==> src/rtl/vblank_update_scheduler.sv <==
// Round-robin scheduler that hands the vertical-blanking window to one requester at a time.
// Optional VBLANK_SCHED_STATS_EN adds missed_cnt, a saturating count of requests left unserved at window close.
module vblank_update_scheduler #(
  parameter int NUM_REQ     = 4,
  parameter int V_ACTIVE    = 480,
  parameter int V_TOTAL     = 525,
  parameter int GUARD_LINES = 2,
  parameter int SLOT_MAX    = 1600
) (
  input  logic               clk,
  input  logic               rst_n,
  input  logic [15:0]        y_count,
  input  logic [NUM_REQ-1:0] req,
  input  logic [NUM_REQ-1:0] done,
  output logic [NUM_REQ-1:0] grant,
  output logic               vblank,
  output logic               frame_start,
  output logic               busy,
  output logic               timeout_err,
  output logic               overrun_err
`ifdef VBLANK_SCHED_STATS_EN
  ,
  output logic [7:0]         missed_cnt
`endif
);

  localparam int IW = (NUM_REQ > 1) ? $clog2(NUM_REQ) : 1;
  localparam int SW = $clog2(SLOT_MAX + 1);
  localparam logic [15:0]   WIN_LO    = 16'(V_ACTIVE);
  localparam logic [15:0]   WIN_HI    = 16'(V_TOTAL - GUARD_LINES);
  localparam logic [SW-1:0] SLOT_LAST = SW'(SLOT_MAX - 1);
  localparam logic [NUM_REQ-1:0] ONE  = {{(NUM_REQ-1){1'b0}}, 1'b1};

  typedef enum logic [1:0] {VIDEO, ARB, GRANT} state_t;

  state_t             state_q;
  logic [15:0]        y_q;
  logic [NUM_REQ-1:0] grant_q;
  logic [NUM_REQ-1:0] served_q;
  logic [IW-1:0]      rr_ptr_q;
  logic [SW-1:0]      slot_q;
  logic               fs_q;
  logic               to_q;
  logic               ov_q;
  logic               win_prev_q;

  logic               win;
  logic [NUM_REQ-1:0] elig;
  logic [NUM_REQ-1:0] rot_elig;
  logic [IW-1:0]      pick_off;
  logic [IW-1:0]      pick_idx;
  logic               pick_valid;
  logic [IW-1:0]      gnt_idx;
  logic [IW-1:0]      next_ptr;
  logic               done_hit;
  logic               slot_end;
  logic [NUM_REQ-1:0] served_set;

  function automatic logic [IW-1:0] wrap_add(input logic [IW-1:0] base, input int off);
    int s;
    s = int'(base) + off;
    if (s >= NUM_REQ) s = s - NUM_REQ;
    return IW'(s);
  endfunction

  assign win  = (y_q >= WIN_LO) && (y_q < WIN_HI);
  assign elig = req & ~served_q;

  // Rotate eligibility so that bit 0 is the requester at rr_ptr.
  generate
    for (genvar gi = 0; gi < NUM_REQ; gi++) begin : g_rot
      assign rot_elig[gi] = elig[wrap_add(rr_ptr_q, gi)];
    end
  endgenerate

  always_comb begin
    pick_off   = '0;
    pick_valid = 1'b0;
    for (int i = NUM_REQ - 1; i >= 0; i--) begin
      if (rot_elig[i]) begin
        pick_off   = IW'(i);
        pick_valid = 1'b1;
      end
    end
  end

  assign pick_idx = wrap_add(rr_ptr_q, int'(pick_off));

  always_comb begin
    gnt_idx = '0;
    for (int i = 0; i < NUM_REQ; i++) begin
      if (grant_q[i]) gnt_idx = IW'(i);
    end
  end

  assign next_ptr   = wrap_add(gnt_idx, 1);
  assign done_hit   = |(done & grant_q);
  assign slot_end   = (slot_q == SLOT_LAST);
  assign served_set = ((state_q == GRANT) && (done_hit || !win || slot_end)) ? grant_q : '0;

  always_ff @(posedge clk or negedge rst_n) begin
    if (!rst_n) begin
      state_q    <= VIDEO;
      y_q        <= '0;
      grant_q    <= '0;
      served_q   <= '0;
      rr_ptr_q   <= '0;
      slot_q     <= '0;
      fs_q       <= 1'b0;
      to_q       <= 1'b0;
      ov_q       <= 1'b0;
      win_prev_q <= 1'b0;
    end else begin
      y_q        <= y_count;
      win_prev_q <= win;
      fs_q       <= (y_count == 16'd0) && (y_q != 16'd0);
      to_q       <= 1'b0;
      ov_q       <= 1'b0;
      served_q   <= fs_q ? '0 : (served_q | served_set);
      case (state_q)
        VIDEO: begin
          if (win) state_q <= ARB;
        end
        ARB: begin
          if (!win) begin
            state_q <= VIDEO;
          end else if (pick_valid) begin
            grant_q <= ONE << pick_idx;
            slot_q  <= '0;
            state_q <= GRANT;
          end
        end
        GRANT: begin
          // A done on the closing cycle still counts as a clean finish.
          if (done_hit) begin
            grant_q  <= '0;
            rr_ptr_q <= next_ptr;
            state_q  <= ARB;
          end else if (!win) begin
            grant_q <= '0;
            ov_q    <= 1'b1;
            state_q <= VIDEO;
          end else if (slot_end) begin
            grant_q  <= '0;
            to_q     <= 1'b1;
            rr_ptr_q <= next_ptr;
            state_q  <= ARB;
          end else begin
            slot_q <= slot_q + 1'b1;
          end
        end
        default: begin
          grant_q <= '0;
          state_q <= VIDEO;
        end
      endcase
    end
  end

  assign grant       = grant_q;
  assign vblank      = (y_q >= WIN_LO);
  assign frame_start = fs_q;
  assign busy        = (state_q == GRANT);
  assign timeout_err = to_q;
  assign overrun_err = ov_q;

`ifdef VBLANK_SCHED_STATS_EN
  logic [7:0] missed_q;
  logic [3:0] miss_pop;
  logic [8:0] miss_sum;
  logic [NUM_REQ-1:0] unserved;

  // Include any grant revoked on the closing cycle as served.
  assign unserved = req & ~(served_q | served_set);

  always_comb begin
    miss_pop = '0;
    for (int i = 0; i < NUM_REQ; i++) begin
      miss_pop = miss_pop + {3'b000, unserved[i]};
    end
  end

  assign miss_sum = {1'b0, missed_q} + {5'b00000, miss_pop};

  always_ff @(posedge clk or negedge rst_n) begin
    if (!rst_n) begin
      missed_q <= '0;
    end else if (win_prev_q && !win) begin
      missed_q <= miss_sum[8] ? 8'hFF : miss_sum[7:0];
    end
  end

  assign missed_cnt = missed_q;
`endif

endmodule

==> config.mk <==
export PLATFORM = sky130hd
export DESIGN_NAME = vblank_update_scheduler
export DESIGN_NICKNAME = d
export VERILOG_FILES = /design/src/rtl/vblank_update_scheduler.sv
export SDC_FILE = /design/constraint.sdc
export NUM_CORES = 1
export LEC_CHECK = 0
export BUFFER_PORTS_ARGS = -buffer_cell sky130_fd_sc_hd__buf_2
export CAP_MARGIN = 20
export CORE_MARGIN = 4
export CORE_UTILIZATION = 43
export DETAILED_ROUTE_END_ITERATION = 8
export PLACE_DENSITY = 0.65
export SYNTH_ARGS = -nofsm -noshare
export SYNTH_HDL_FRONTEND = slang
export SYNTH_SLANG_ARGS = --single-unit
==> constraint.sdc <==
create_clock -name clk -period 3.8 [get_ports clk]
set_clock_uncertainty 0.15 [all_clocks]
set_input_delay 0.57 -clock clk [delete_from_list [all_inputs] [get_ports clk]]
set_output_delay 0.57 -clock clk [all_outputs]
set_load 0.02 [all_outputs]
==> impl_metrics.json, run 1 <==
{
  "status": "completed",
  "worst_pin_slew_ns": 0.906,
  "peakVddDrop_v": 0.000192,
  "firstDrtPassIters": 4,
  "worstHoldPathType": "in -> reg",
  "worstSetupPathType": "reg -> reg",
  "grt_pass1_vias": 1748,
  "netlist_top_cells_count": "42 x dfrtp_1, 14 x a21oi_1, 14 x nand2_1",
  "critPathMaxFanout": 9,
  "syn_to_final_growth_pct": 14.2,
  "rows": 25,
  "ant_nets": 0,
  "yosys.area.top_type": "dfrtp_1",
  "async_flop_share": 1.00,
  "wire_per_inst_um": 15.1,
  "io_buffers": 34,
  "post_cts_buffers": 0,
  "start_util": 0.457,
  "drc": 0,
  "slowest_delay_ns": 0.49,
  "fmax_mhz": 307,
  "p_leak_nw": 1.08,
  "yosysMostFrequentCell": "dfrtp_1",
  "htreeDepth": 2,
  "die_h_um": 80.0,
  "ys.flop_type": "dfrtp_1",
  "filler_cell_count": 471,
  "maxSlewViolCount": 0,
  "power_density_mw_per_mm2": 340,
  "clk_latency_ns": 0.30,
  "synth_top_area_frac": 0.471,
  "final_nets": 278,
  "grt_max_degree": 43,
  "period_share": 0.857,
  "core_area_mm2": 0.00488,
  "clk_pin_slew_ns": 0.07,
  "required_ns": 3.87,
  "ys_seq_elements": 42,
  "finalHoldViolCount": 0,
  "grt_overflow_total": 0,
  "slew_headroom": 0.396,
  "cts_root_buf": "clkbuf_8",
  "end_kind": "flip-flop",
  "syn_inst": 216,
  "grt_pass1_wl_um": 8070,
  "io_pins": 35,
  "synth.area.top_cells": "dfrtp_1 47%, a21oi_1 3.1%, nor2b_1 2.5%, nor4_1 2.5%, nand2_1 2.4%",
  "cap_violations": 0,
  "place_inst": 310,
  "crit_arrival_ns": 3.32,
  "netlist_area_mm2": 0.00223,
  "synth-seq-area-share": 0.471,
  "tritoncts": "done",
  "clk_path_buf_depth": 2,
  "rsz0062_at_grt": "no",
  "vias_per_cell": 5.87,
  "drtIter0Drc": 113,
  "cts.sinks": 42,
  "tns_ns": 0,
  "antenna_found_initial": 0,
  "post_route_cells_drive_above_1_share": 0.224,
  "setup_violations": 0,
  "seq_area_mm2": 0.00105,
  "worst_path_max_delay_cell": "nor2b_1",
  "n_antenna_cell": 0,
  "fin_crit_ns": 3.26,
  "die_area_mm2": 0.00640,
  "gp_congestion": 0.871,
  "startpoint_type": "flip-flop",
  "vias": 1862,
  "stdcell_count": 317,
  "finalWirelength_um": 4780,
  "synth_edf_count": 0,
  "worstPathCellList": "nor2b_1, nor3_1, a311oi_1, o21ai_0, ha_1, xor2_1, or2_2, a2111oi_0, or3b_1, o211ai_1",
  "cts_buffers": 5,
  "synth_fp_nets": 244,
  "cts-hold-fix-buffers": 0,
  "syn_avg_cell_area_um2": 10.3,
  "cts-resized-gates": 0,
  "grt.total_usage": 0.162,
  "multiInputGateArea_mm2": 0.00108,
  "die_w_um": 80.0,
  "synth_cell_types": 55,
  "yosysWarnings": 0,
  "hpwl_um": 3520
}
## final timing paths
check | from | end | slack [ns] | cells past startpoint
worst max-delay path | served_q[2] | grant[1] | 0.54 | 10
worst min-delay path | y_count[5] | y_q[5] | 0.24 | 1
worst max register to register | served_q[2] | grant[1] | 0.54 | 10
worst min register to register | served_q[0] | served_q[0] | 0.38 | 1
max in group asynchronous | rst_n | served_q[1] | 2.69 | 1
min in group asynchronous | rst_n | slot_q[8] | 0.25 | 1
## kinds of logic after synthesis
logic type	count (synthesis)	share of synthesized area
compound gates	64	0.219
flops	42	0.471
xor+xnor	1	0.00393
buf+inv	19	0.0426
mux	4	0.0191
simple gates	84	0.232
fa+ha+maj	2	0.0112
## cell type report
type                            count  area share
Multi-Input combinational cell    155       0.426
Sequential cell                    42       0.413
Timing Repair Buffer               34      0.0668
Tap cell                           67      0.0329
Clock buffer                        6      0.0324
Inverter                           12      0.0177
Clock inverter                      1      0.0118
## cell usage in the layout (no fill, tap or decap), types with 5 or more instances in the layout
| master | n |
|---|---|
| dfrtp_1 | 42 |
| buf_2 | 34 |
| a21oi_1 | 14 |
| nand2_1 | 14 |
| inv_1 | 11 |
| nor2b_1 | 9 |
| nor4_1 | 9 |
| nor2_1 | 8 |
| nand4_1 | 7 |
| or4_1 | 6 |
| clkbuf_8 | 6 |
| o2111ai_1 | 5 |
| a22o_1 | 5 |
| o41ai_1 | 5 |
| o31ai_1 | 5 |
## flip-flops by register name, indices dropped and copies added, names as in the netlist
name and count:
frame_start 1, overrun_err 1, rr_ptr_q 2, state_q 2, slot_q 11, timeout_err 1
grant 4, served_q 4, y_q 16
## worst max-delay path: cells and delay by family (launching register included)
kind | cells | cell delay (ns)
AOI/OAI and AO/OA | 4 | 0.97
xor gates and xnor gates | 1 | 0.17
and+or+nand+nor | 4 | 1.29
DFF | 1 | 0.40
adders and majority gates | 1 | 0.20
## power breakdown
group / internal [mW] / switching, mW / total (mW)
Sequential: 0.455 / 0.00407 / 0.459
Combinational: 0.0181 / 0.0327 / 0.0508
Clock: 0.210 / 0.146 / 0.356
Total: 0.684 / 0.183 / 0.867
## metrics by stage
step                power (mW)  hold WS [ns]  setup slack, ns  instance area (µm²)  utilization
CTS                      0.879         0.231            0.594                 2550        0.522
floorplan                0.492         0.124            0.787                 2230            -
global placement         0.519         0.349            0.462                 2430        0.499
finish                   0.867         0.242            0.543                 2550        0.522
detailed placement       0.520         0.356            0.333                 2430        0.499
global route             0.907         0.226            0.236                 2550        0.522
## layer usage
metal	global-route usage	part of all wire	vias up	wire, µm
met1	0.216	0.48	899	2300
met3	0.0429	0.053	8	252
li1	-	-	910	-
met5	0	0	-	0
met2	0.247	0.44	45	2120
met4	0.0709	0.021	0	98
Power figures use the tool's default switching activity.
==> inputs of run 2 (changes only) <==
CORE_UTILIZATION = 52   (was 43)
PLACE_DENSITY = 0.76   (was 0.65)
==> run 2 against run 1 <==
Effect of this change:
- routed wire length is 2.1% lower
- critical path type unchanged
- sequential share of layout area is 0.64 points higher
- worst hold slack better by 0.00086 ns
- global-route usage is 2.5 points higher
==> impl_metrics.json, run 2 (synthesized netlist as in run 1, its figures left out) <==
{
  "status": "completed",
  "wire_per_inst_um": 15.5,
  "cts.sinks": 42,
  "cts-resized-gates": 0,
  "final_nets": 278,
  "tritoncts": "done",
  "die_area_mm2": 0.00540,
  "rows": 23,
  "rsz0062_at_grt": "no",
  "io_buffers": 34,
  "stdcell_count": 301,
  "syn_to_final_growth_pct": 12.5,
  "worstPathCellList": "nor2b_1, nor3_1, a311oi_1, o21ai_0, ha_1, inv_1, or2_2, a2111oi_0, or3b_1, o211ai_1",
  "die_w_um": 73.5,
  "power_density_mw_per_mm2": 323,
  "drc": 0,
  "crit_start": "served_q[0]",
  "rrSetupSlack_ns": 0.58,
  "vias": 1842,
  "worstSetupPathType": "reg -> reg",
  "hp-start": "y_count[15]",
  "period_share": 0.848,
  "hpwl_um": 3330,
  "worst_path_max_delay_cell": "nor2b_1",
  "cts_buffers": 5,
  "n_antenna_cell": 0,
  "core_area_mm2": 0.00409,
  "grt_pass1_vias": 1666,
  "clk_latency_ns": 0.30,
  "peakVddDrop_v": 0.000285,
  "clk_path_buf_depth": 2,
  "post_cts_buffers": 0,
  "largest_reg_flops": 16,
  "grt_overflow_total": 0,
  "setup_violations": 0,
  "start_util": 0.546,
  "worstHoldPathType": "in -> reg",
  "drtIter0Drc": 119,
  "gp_congestion": 0.819,
  "p_leak_nw": 1.07,
  "slew_headroom": 0.410,
  "cts_root_buf": "clkbuf_8",
  "die_h_um": 73.5,
  "largestRegisters": "y_q: 16 flops, slot_q: 11 flops",
  "end_kind": "flip-flop",
  "required_ns": 3.87,
  "grt_max_degree": 43,
  "startpoint_type": "flip-flop",
  "critPathMaxFanout": 9,
  "timing.rr.start": "served_q[0]",
  "ant_nets": 0,
  "final_common_cell": "dfrtp_1",
  "fmax_mhz": 310,
  "post_route_cells_drive_above_1_share": 0.227,
  "fin_crit_ns": 3.22,
  "antenna_found_initial": 0,
  "slowest_delay_ns": 0.48,
  "grt_pass1_wl_um": 7710,
  "grt.total_usage": 0.187,
  "clk_pin_slew_ns": 0.08,
  "worst_pin_slew_ns": 0.885,
  "firstDrtPassIters": 4,
  "regMostFlops": "y_q",
  "mostFrequentLayoutCells": "42 x dfrtp_1, 34 x buf_2, 14 x a21oi_1, 14 x nand2_1, 11 x inv_1",
  "vias_per_cell": 6.12,
  "cts-hold-fix-buffers": 0,
  "finalHoldViolCount": 0,
  "io_pins": 35,
  "tns_ns": 0,
  "crit_arrival_ns": 3.29,
  "filler_cell_count": 333,
  "cap_violations": 0,
  "finalWirelength_um": 4680,
  "place_inst": 293,
  "maxSlewViolCount": 0,
  "htreeDepth": 2
}
[run 2: cell count changes in the layout (fill, tap and decap cells not counted)]
cell / delta
bufinv_16: -1
clkinv_2: +1
clkinvlp_4: +1
[run 2: where the power goes]
group          internal (mW)  switching, mW
clock network          0.146          0.153
registers              0.455        0.00388
logic                 0.0182         0.0325
total                  0.619          0.189
[run 2: layout make-up]
type | instances | area [µm²] | area share
sequential | 42 | 1050 | 0.419
multi-input combinational | 155 | 1080 | 0.432
clock buffer | 6 | 82.6 | 0.0329
timing repair buffer | 34 | 170 | 0.0679
tap | 50 | 62.6 | 0.0250
clock inverter | 2 | 12.5 | 0.00499
inverter | 12 | 45.0 | 0.0180
[run 2: critical path: cells and delay by family (launching register included)]
family / cells / cell delay, ns
compound gates: 4 / 0.91
simple gates: 4 / 1.30
fa+ha+maj: 1 / 0.33
buf+inv: 1 / 0.06
flops: 1 / 0.40
[run 2: stage by stage]
step | area (µm²) | setup slack (ns) | hold slack (ns) | power [mW] | util
finish | 2510 | 0.576 | 0.243 | 0.809 | 0.614
global placement | 2410 | 0.479 | 0.347 | 0.518 | 0.590
floorplan | 2230 | 0.787 | 0.124 | 0.492 | -
detailed placement | 2410 | 0.395 | 0.354 | 0.519 | 0.590
CTS | 2510 | 0.651 | 0.237 | 0.815 | 0.614
global route | 2510 | 0.260 | 0.230 | 0.843 | 0.614
[run 2: layer usage]
layer	GRT usage	vias up	wire, µm	share of wire
li1	-	912	-	-
met2	0.276	51	2110	0.45
met5	0	-	0	0
met4	0.0785	0	71	0.015
met1	0.270	872	2260	0.48
met3	0.0342	7	245	0.052
[run 2: path summary, 6_finish.rpt]
| path | end | depth (start not counted) |
|---|---|---|
| hold / removal | y_q[15] | 1 |
| min in group asynchronous | y_q[14] | 1 |
| setup reg to reg | grant[1] | 10 |
| setup / recovery | grant[1] | 10 |
| max in group asynchronous | state_q[1] | 1 |
| hold reg to reg | served_q[2] | 1 |
==> inputs of run 3 (changes only) <==
ABC_AREA = 1   (was not set)
CORE_UTILIZATION = 51   (was 52)
PLACE_DENSITY = 0.78   (was 0.76)
clock period = 2.7 ns   (was 3.8 ns; I/O delays follow)
==> run 3 against run 2 <==
Effect of this change:
- non-clock buffer count grew 1
- worst setup slack lost 0.064 ns
- area after synthesis shrank 0.67%
- total power grew 59%
- final cell count grew 21%
- clock-buffer cell count is the same
- final area grew 2.0%
- clock power grew 100%
- critical path type unchanged
- largest cell class is now flip-flops and latches
- largest power group unchanged
- highest routed layer unchanged
==> impl_metrics.json, run 3 <==
{
  "place_inst": 356,
  "critPathMaxFanout": 8,
  "syn_inst": 275,
  "n_antenna_cell": 0,
  "final_common_cell": "nand2_1",
  "end_kind": "flip-flop",
  "worstHoldPathType": "in -> async",
  "start_util": 0.542,
  "die_w_um": 73.9,
  "io_buffers": 34,
  "synth_edf_count": 0,
  "die_area_mm2": 0.00546,
  "grt.met3_usage": 0.0369,
  "netlist_top_cells_count": "75 x nand2_1, 42 x dfrtp_1, 35 x nand3_1",
  "syn_to_final_growth_pct": 15.5,
  "stdcell_count": 364,
  "gp_congestion": 0.830,
  "finalWirelength_um": 4250,
  "antenna_found_initial": 0,
  "clk_pin_slew_ns": 0.08,
  "mostFrequentLayoutCells": "75 x nand2_1, 42 x dfrtp_1, 35 x nand3_1, 34 x buf_2, 29 x nor2_1",
  "grt_pass1_wl_um": 7330,
  "cts_root_buf": "clkbuf_8",
  "power_density_mw_per_mm2": 503,
  "vias_per_cell": 5.20,
  "setup_violations": 0,
  "period_share": 0.810,
  "largest_reg_flops": 16,
  "ys.flop_type": "dfrtp_1",
  "rows": 23,
  "drtIter0Drc": 129,
  "yosys.area.top_type": "dfrtp_1",
  "fin_crit_ns": 2.19,
  "finalHoldViolCount": 0,
  "synth_fp_nets": 303,
  "grt_pass1_vias": 1697,
  "grt.total_usage": 0.173,
  "netlist_area_mm2": 0.00221,
  "ant_nets": 0,
  "fin_util": 0.626,
  "worst_pin_slew_ns": 0.879,
  "p_leak_nw": 1.29,
  "regMostFlops": "y_q",
  "use_met2": 0.290,
  "drc": 0,
  "cts-hold-fix-buffers": 0,
  "yosysWarnings": 0,
  "core_area_mm2": 0.00409,
  "firstDrtPassIters": 4,
  "status": "completed",
  "top_usage_layer": "met2",
  "fmax_mhz": 457,
  "rrSetupSlack_ns": 0.51,
  "post_cts_buffers": 0,
  "async_flop_share": 1.00,
  "htreeDepth": 2,
  "tritoncts": "done",
  "hpwl_um": 3140,
  "cap_violations": 0,
  "grt_overflow_total": 0,
  "final_nets": 341,
  "crit_arrival_ns": 2.27,
  "synth.area.top_cells": "dfrtp_1 47%, nand2_1 13%, nand3_1 7.9%, nor2_1 4.9%, nand2_2 4.2%",
  "cts.sinks": 42,
  "filler_cell_count": 347,
  "yosysMostFrequentCell": "nand2_1",
  "tns_ns": 0,
  "maxSlewViolCount": 0,
  "synth-seq-area-share": 0.475,
  "grt_max_degree": 43,
  "clk_latency_ns": 0.29,
  "met1_usage": 0.224,
  "vias": 1891,
  "die_h_um": 73.9,
  "startpoint_type": "flip-flop",
  "io_pins": 35,
  "worstSetupPathType": "reg -> reg",
  "cts-resized-gates": 0,
  "ys_seq_elements": 42,
  "syn_avg_cell_area_um2": 8.05,
  "peakVddDrop_v": 0.000437,
  "cts_buffers": 5,
  "rsz0062_at_grt": "no",
  "required_ns": 2.78,
  "synth_top_area_frac": 0.475,
  "synth_cell_types": 32,
  "wire_per_inst_um": 11.7,
  "clk_path_buf_depth": 2,
  "largestRegisters": "y_q: 16 flops, slot_q: 11 flops",
  "slew_headroom": 0.414,
  "post_route_cells_drive_above_1_share": 0.223
}
[run 3: changes by cell type after synthesis, sizes merged, moves of 5 or more]
| cell | change |
|---|---|
| nand2 | +78 |
| nand3 | +34 |
| nor2 | +22 |
| inv | +12 |
| nor2b | -9 |
| or4 | -7 |
| a21oi | -6 |
| o41ai | -6 |
| a22o | -5 |
| o2111ai | -5 |
| o31ai | -5 |
| or2 | -5 |
[run 3: worst paths after layout]
path                       depth (start not counted)     endpoint         from
setup / recovery                                  14     grant[0]  rr_ptr_q[0]
hold / removal                                     1    slot_q[4]        rst_n
setup reg to reg                                  14     grant[0]  rr_ptr_q[0]
hold reg to reg                                    1  served_q[3]  frame_start
max in group asynchronous                          1       y_q[0]        rst_n
min in group clk                                   1      y_q[13]  y_count[13]
[run 3: layout make-up]
class	count	area, µm²	area share
Clock inverter	2	60.1	0.0235
Clock buffer	6	82.6	0.0323
Multi-Input combinational cell	204	1030	0.403
Sequential cell	42	1050	0.411
Inverter	25	93.8	0.0367
Tap cell	50	62.6	0.0245
Timing Repair Buffer	35	178	0.0695
[run 3: report_power, final]
part / switching [mW] / internal (mW) / leakage [nW]
Combinational: 0.0263 / 0.0170 / 0.701
Sequential: 0.00521 / 0.641 / 0.513
Clock: 0.203 / 0.394 / 0.0714
Total: 0.235 / 1.05 / 1.29
[run 3: metal layers]
metal | vias to the layer above | wire (µm)
met2 | 40 | 2050
met4 | 0 | 55
met1 | 879 | 1960
li1 | 965 | -
met5 | - | 0
met3 | 7 | 182
[run 3: logic make-up (layout without fill, tap and decap cells)]
logic type	count (synthesis)	after routing	share of synthesized area
simple gates	177	177	0.377
flops	42	42	0.475
buf+inv	29	68	0.0604
compound gates	16	16	0.0407
xor+xnor	9	9	0.0356
fa+ha+maj	2	2	0.0113
[run 3: critical path: stages (launching register included)]
cell	delay, ns
dfrtp_1	0.48
inv_2	0.15
nand3_1	0.14
nand2_1	0.09
nand2_1	0.05
nand2_1	0.06
nand2_1	0.05
a21oi_1	0.13
ha_1	0.17
xor2_1	0.21
nand3b_1	0.14
nand2_1	0.09
inv_1	0.08
nand2_1	0.06
nand2_1	0.07
[run 3: stage by stage]
step           hold WS (ns)  area [µm²]  total power [mW]  setup slack [ns]
4_1_cts              0.0784        2560              1.30             0.505
3_3_place_gp          0.355        2410             0.702             0.599
3_5_place_dp          0.358        2410             0.703             0.569
6_report             0.0807        2560              1.29             0.512
5_1_grt              0.0697        2560              1.33             0.224
2_1_floorplan       -0.0406        2210             0.667             0.836
